===== src/rtl/dsp_mac_seq.sv =====
// Sequencer that drives a DSP48A1-style slice (A1/B1/M/P/OPMODE/CARRYOUT registered)
// as an unsigned multiply-accumulator and returns the sum of `len` products.
module dsp_mac_seq #(
  parameter int          LEN_W      = 16,
  parameter logic [7:0]  ACC_OPMODE = 8'b0000_1001
) (
  input  logic             clk,
  input  logic             rst_n,
  input  logic             start,
  input  logic [LEN_W-1:0] len,
  input  logic             in_valid,
  output logic             in_ready,
  input  logic [17:0]      in_a,
  input  logic [17:0]      in_b,
  output logic             out_valid,
  input  logic             out_ready,
  output logic [47:0]      out_data,
  output logic             out_ovf,
  output logic             busy,
  output logic [17:0]      dsp_a,
  output logic [17:0]      dsp_b,
  output logic [7:0]       dsp_opmode,
  output logic             dsp_cea,
  output logic             dsp_ceb,
  output logic             dsp_cem,
  output logic             dsp_cep,
  output logic             dsp_cecarryin,
  output logic             dsp_ceopmode,
  output logic             dsp_rstm,
  output logic             dsp_rstp,
  output logic             dsp_rstcarryin,
  output logic             dsp_rstopmode,
  input  logic [47:0]      dsp_p,
  input  logic             dsp_carryout,
  output logic [2:0]       dbg_state_o
);

  // Handshakes: a transfer happens in any cycle where valid && ready are both high
  // at the rising edge; valid may not depend on ready, ready may depend on valid.

  typedef enum logic [2:0] {
    IDLE  = 3'd0,
    CLEAR = 3'd1,
    FEED  = 3'd2,
    DRAIN = 3'd3,
    DONE  = 3'd4
  } state_e;

  localparam logic [LEN_W-1:0] ONE = LEN_W'(1);

  state_e           state_q, state_d;
  logic [LEN_W-1:0] count_q, count_d;
  logic [LEN_W-1:0] len_q, len_d;
  logic [2:0]       tok_q;
  logic [47:0]      data_q, data_d;
  logic             ovf_q, ovf_d;
  logic [17:0]      a_q, b_q;
  logic             accept;
  logic             rst_clear;
  logic             drive_op;

  always_ff @(posedge clk) begin
    if (!rst_n) begin
      state_q <= IDLE;
      count_q <= '0;
      len_q   <= '0;
      tok_q   <= '0;
      data_q  <= '0;
      ovf_q   <= 1'b0;
      a_q     <= '0;
      b_q     <= '0;
    end else begin
      state_q <= state_d;
      count_q <= count_d;
      len_q   <= len_d;
      // tok_q[0]=M load, tok_q[1]=P load, tok_q[2]=P/CARRYOUT of that beat visible
      tok_q   <= {tok_q[1:0], accept};
      data_q  <= data_d;
      ovf_q   <= ovf_d;
      a_q     <= dsp_a;
      b_q     <= dsp_b;
    end
  end

  always_comb begin
    state_d   = state_q;
    count_d   = count_q;
    len_d     = len_q;
    data_d    = data_q;
    ovf_d     = ovf_q;
    accept    = 1'b0;
    in_ready  = 1'b0;
    rst_clear = 1'b0;
    drive_op  = 1'b0;
    if (tok_q[2]) ovf_d = ovf_q | dsp_carryout;
    case (state_q)
      IDLE: begin
        if (start) begin
          len_d = len;
          if (len == '0) begin
            data_d  = '0;
            ovf_d   = 1'b0;
            state_d = DONE;
          end else begin
            state_d = CLEAR;
          end
        end
      end
      CLEAR: begin
        rst_clear = 1'b1;
        drive_op  = 1'b1;
        count_d   = '0;
        ovf_d     = 1'b0;
        state_d   = FEED;
      end
      FEED: begin
        drive_op = 1'b1;
        in_ready = 1'b1;
        accept   = in_valid;
        if (accept) begin
          count_d = count_q + ONE;
          if (count_q + ONE == len_q) state_d = DRAIN;
        end
      end
      DRAIN: begin
        drive_op = 1'b1;
        if (tok_q == 3'b100) begin
          data_d  = dsp_p;
          state_d = DONE;
        end
      end
      DONE: begin
        if (out_ready) state_d = IDLE;
      end
      default: state_d = IDLE;
    endcase
  end

  assign dsp_a          = accept ? in_a : a_q;
  assign dsp_b          = accept ? in_b : b_q;
  assign dsp_cea        = accept;
  assign dsp_ceb        = accept;
  assign dsp_cem        = tok_q[0];
  assign dsp_cep        = tok_q[1];
  assign dsp_cecarryin  = tok_q[1];
  assign dsp_opmode     = drive_op ? ACC_OPMODE : 8'h00;
  assign dsp_ceopmode   = drive_op;
  // Slice resets follow the sequencer reset combinationally so both clear together.
  assign dsp_rstm       = !rst_n || rst_clear;
  assign dsp_rstp       = !rst_n || rst_clear;
  assign dsp_rstcarryin = !rst_n || rst_clear;
  assign dsp_rstopmode  = !rst_n;

  assign out_valid   = (state_q == DONE);
  assign out_data    = data_q;
  assign out_ovf     = ovf_q;
  assign busy        = (state_q != IDLE);
  assign dbg_state_o = state_q;

endmodule


===== config.mk =====
export PLATFORM = sky130hd
export DESIGN_NAME = dsp_mac_seq
export DESIGN_NICKNAME = d
export VERILOG_FILES = /design/src/rtl/dsp_mac_seq.sv
export SDC_FILE = /design/constraint.sdc
export NUM_CORES = 1
export LEC_CHECK = 0
export CORE_UTILIZATION = 40
export CTS_CLUSTER_SIZE = 28
export DETAILED_ROUTE_END_ITERATION = 8
export PLACE_DENSITY_LB_ADDON = 0.3
export SYNTH_ARGS = -nofsm -noshare
export SYNTH_HDL_FRONTEND = slang
export SYNTH_SLANG_ARGS = --single-unit
export TNS_END_PERCENT = 100

===== constraint.sdc =====
create_clock -name clk -period 2.6 [get_ports clk]
set_input_delay 0.52 -clock clk [delete_from_list [all_inputs] [get_ports clk]]
set_output_delay 0.52 -clock clk [all_outputs]
set_load 0.05 [all_outputs]

==> results.py <==
metrics = {
    "yosys": {
        "yosysWarningCount": 0,
        "ys_seq_area_frac": 0.461,
        "synth_edf_count": 0,
        "synth_common_cells": "nand2_1, dfxtp_1, nor2_1",
        "synth_top_area_cell": "dfxtp_1",
        "yosysMostFrequentCell": "nand2_1",
        "synth_adder_area_share": 0.00234,
        "synth_top_family_by_area": "simple AND/OR/NAND/NOR gates",
        "synth_top_area_frac": 0.461,
        "synthCells": 667,
        "synth_compound_area_frac": 0.175,
        "synth.area.top_cells": "dfxtp_1, nand2_1, a22oi_1",
        "synth.cell_area_mm2": 0.00534,
        "synth-main-ff-cell": "dfxtp_1",
        "synthMuxAreaShare": 0.00375,
        "synth-xor-area-share": 0.0377,
        "async_flop_share": 0,
        "yosys.area_share.simple": 0.249,
        "ys_seq_elements": 123,
        "avgSynthCellArea_um2": 8.00,
        "ys_types": 51,
    },
    "sta": {
        "setup_tns_ps": 0,
        "hold_viol": 0,
        "fin_crit_ps": 2500,
        "rsz0062_at_grt": "false",
        "drv_slew": 0,
        "worstMarginPinSlew_ps": 1060,
        "max_freq_mhz": 400,
        "max_slew_margin": 0.293,
        "setup_violations": 0,
        "finClkSkew_ps": 5.44,
        "fin_crit_sh": 0.962,
        "setup_ws_ps": 98.0,
        "holdWs_ps": 461,
    },
    "floorplanning": {
        "rows": 41,
        "initial_core_util": 0.416,
        "die_h_um": 118,
        "ios": 215,
        "die_area_mm2": 0.0138,
        "core_area_mm2": 0.0128,
        "chipWidth_um": 118,
    },
    "clocking": {
        "cts.clk_slew.worst_paths_ps": 50,
        "numCtsBuffers": 17,
        "cts_tree": "built",
        "htreeDepth": 4,
        "cts_hold_buffers": 0,
        "root_buffer": "clkbuf_16",
        "cts_sinks": 123,
        "clk_latency_ps": 420,
        "clock_path_buffers": 2,
    },
    "critical_path": {
        "required_ps": 2080,
        "path_cells": "clkdlybuf4s50_1 > nor2b_2 > nand2_1 > buf_12 > nand2_1 > nand2_1 > buf_12",
        "crit_arrival_ps": 1980,
        "startpoint": "in_valid",
        "crit_family": "buffers and inverters",
        "start_kind": "input port",
        "crit_top_cell": "nand2_1",
        "r2r_start": "count_q[0]",
        "critical_path.slowest_cell": "clkdlybuf4s50_1",
        "crit_buf_inv": 3,
        "worst-path-max-fanout": 53,
        "endpoint_kind": "primary output",
        "rrSetupSlack_ps": 190,
        "cpPeakStageDelay_ps": 440,
        "path_class": "in2out",
    },
    "final_layout": {
        "area.growth.synth_to_final_pct": 57.4,
        "nFillCells": 1047,
        "diodes": 0,
        "layout-drive-gt1-share": 0.125,
        "final_nets": 957,
        "fin_util": 0.655,
    },
    "placed_design": {
        "pre_cts_ws_ps": -113,
        "gp_congestion": 0.882,
        "dp_hpwl_mm": 11.5,
        "io_buffers": 208,
    },
    "global_routing": {
        "grt_pass1_wl_mm": 25.8,
        "grt_overflow": 0,
        "grt_pass1_vias": 5259,
        "grt_max_degree": 82,
        "track_usage": 0.234,
        "antenna_found_initial": 0,
    },
    "detailed_routing": {
        "dr.pass1.iters": 6,
        "vias_per_cell": 5.22,
        "drt_wl_total_mm": 15.8,
        "drtIter0Drc": 407,
        "vias": 5379,
        "routedWlPerCell_um": 15.4,
        "antenna_left": 0,
        "drc": 0,
    },
    "pwr": {
        "cellPowerDensity_mw_per_mm2": 620,
        "ir_drop_mv": 0.512,
        "p_leak_uw": 0.00331,
    },
    "min_path": {
        "hold_class": "reg2reg",
        "min-delay-start": "b_q[1]",
    },
    "job": {
        "maxCapViolations": 0,
    },
    "outcome": {
        "status": "completed",
    },
}
what timing repair did:
| action | CTS | global route |
|---|---|---|
| resized for setup | 0 | 2 |
| endpoints found under the setup margin | 0 | 34 |
| buffers inserted | 0 | 0 |
metrics by stage:
stage	instance area (um^2)	instances	total power [uW]
floorplan	5380	672	2570
global placement	7860	1003	3050
detailed placement	7860	1003	3060
CTS	8400	1031	5250
global route	8410	1031	5420
finish	8410	1031	5210
final cells by class:
class	instances	area [um^2]	share of cell area
sequential	123	2460	0.293
multi-input combinational	483	2550	0.303
tap	172	215	0.0256
clock buffer	26	509	0.0606
clock inverter	2	35.0	0.00417
inverter	6	23.8	0.00283
timing repair buffer	219	2610	0.310
placed cells by master (no fill, tap or decap), types with 2 or more instances in the layout:
cell type	Yosys	layout
a31oi_1	3	3
a211o_1	2	2
buf_4	14	14
xor2_1	7	7
nor4_1	6	6
and2_1	4	4
nor3b_1	2	2
nor3_1	12	12
and4_1	3	3
nand4_2	3	3
nand2_2	0	8
xnor2_1	16	16
inv_1	4	4
dfxtp_2	0	2
nand2_1	166	158
a21oi_1	71	71
nor2_1	76	74
mux2i_1	2	2
clkdlybuf4s50_1	0	160
a211oi_1	5	5
nand3_1	7	7
nand3b_1	2	2
a22oi_1	49	49
o211a_1	2	2
clkbuf_8	5	5
buf_12	0	45
o21ai_0	10	10
conb_1	1	6
clkbuf_1	29	4
clkbuf_16	0	17
nor2b_1	2	2
or3_1	2	2
o2111ai_1	3	3
nand4_1	5	5
dfxtp_1	123	121
clkinv_2	0	2
cell families after synthesis:
kind of cell	after synthesis
buf+inv	66
compound gates	150
other cells	1
fa+ha+maj	1
mux	2
xor+xnor	23
simple gates	301
flops	123
worst paths after layout:
check | end | depth (start not counted)
setup / recovery | dsp_a[15] | 7
hold / removal | b_q[1] | 2
setup reg to reg | dbg_state_o[0] | 7
hold reg to reg | b_q[1] | 2
state kept, by name, indices dropped and copies added (netlist names):
name,count
out_data,48
a_q,18
b_q,18
count_q,16
len_q,16
dbg_state_o,3
tok_q,3
out_ovf,1
power breakdown:
part / internal, uW / switching [uW]
Combinational: 465 / 582
Sequential: 1940 / 43.9
Clock: 1420 / 766
worst register-to-register path, delay by kind of cell, from the launching register on:
kind	cells	cell delay [ps]
adders and majority gates	1	320
DFF	1	480
and+or+nand+nor	4	1050
AOI/OAI and AO/OA	2	440
layer usage:
metal / up-vias / share of wire / GRT usage
met2: 193 / 0.52 / 0.398
met3: 35 / 0.069 / 0.0901
met1: 2537 / 0.39 / 0.259
met4: 0 / 0.024 / 0.0994
met5: - / 0 / 0
li1: 2614 / - / -
No activity file was read; power rests on OpenSTA's default activity.
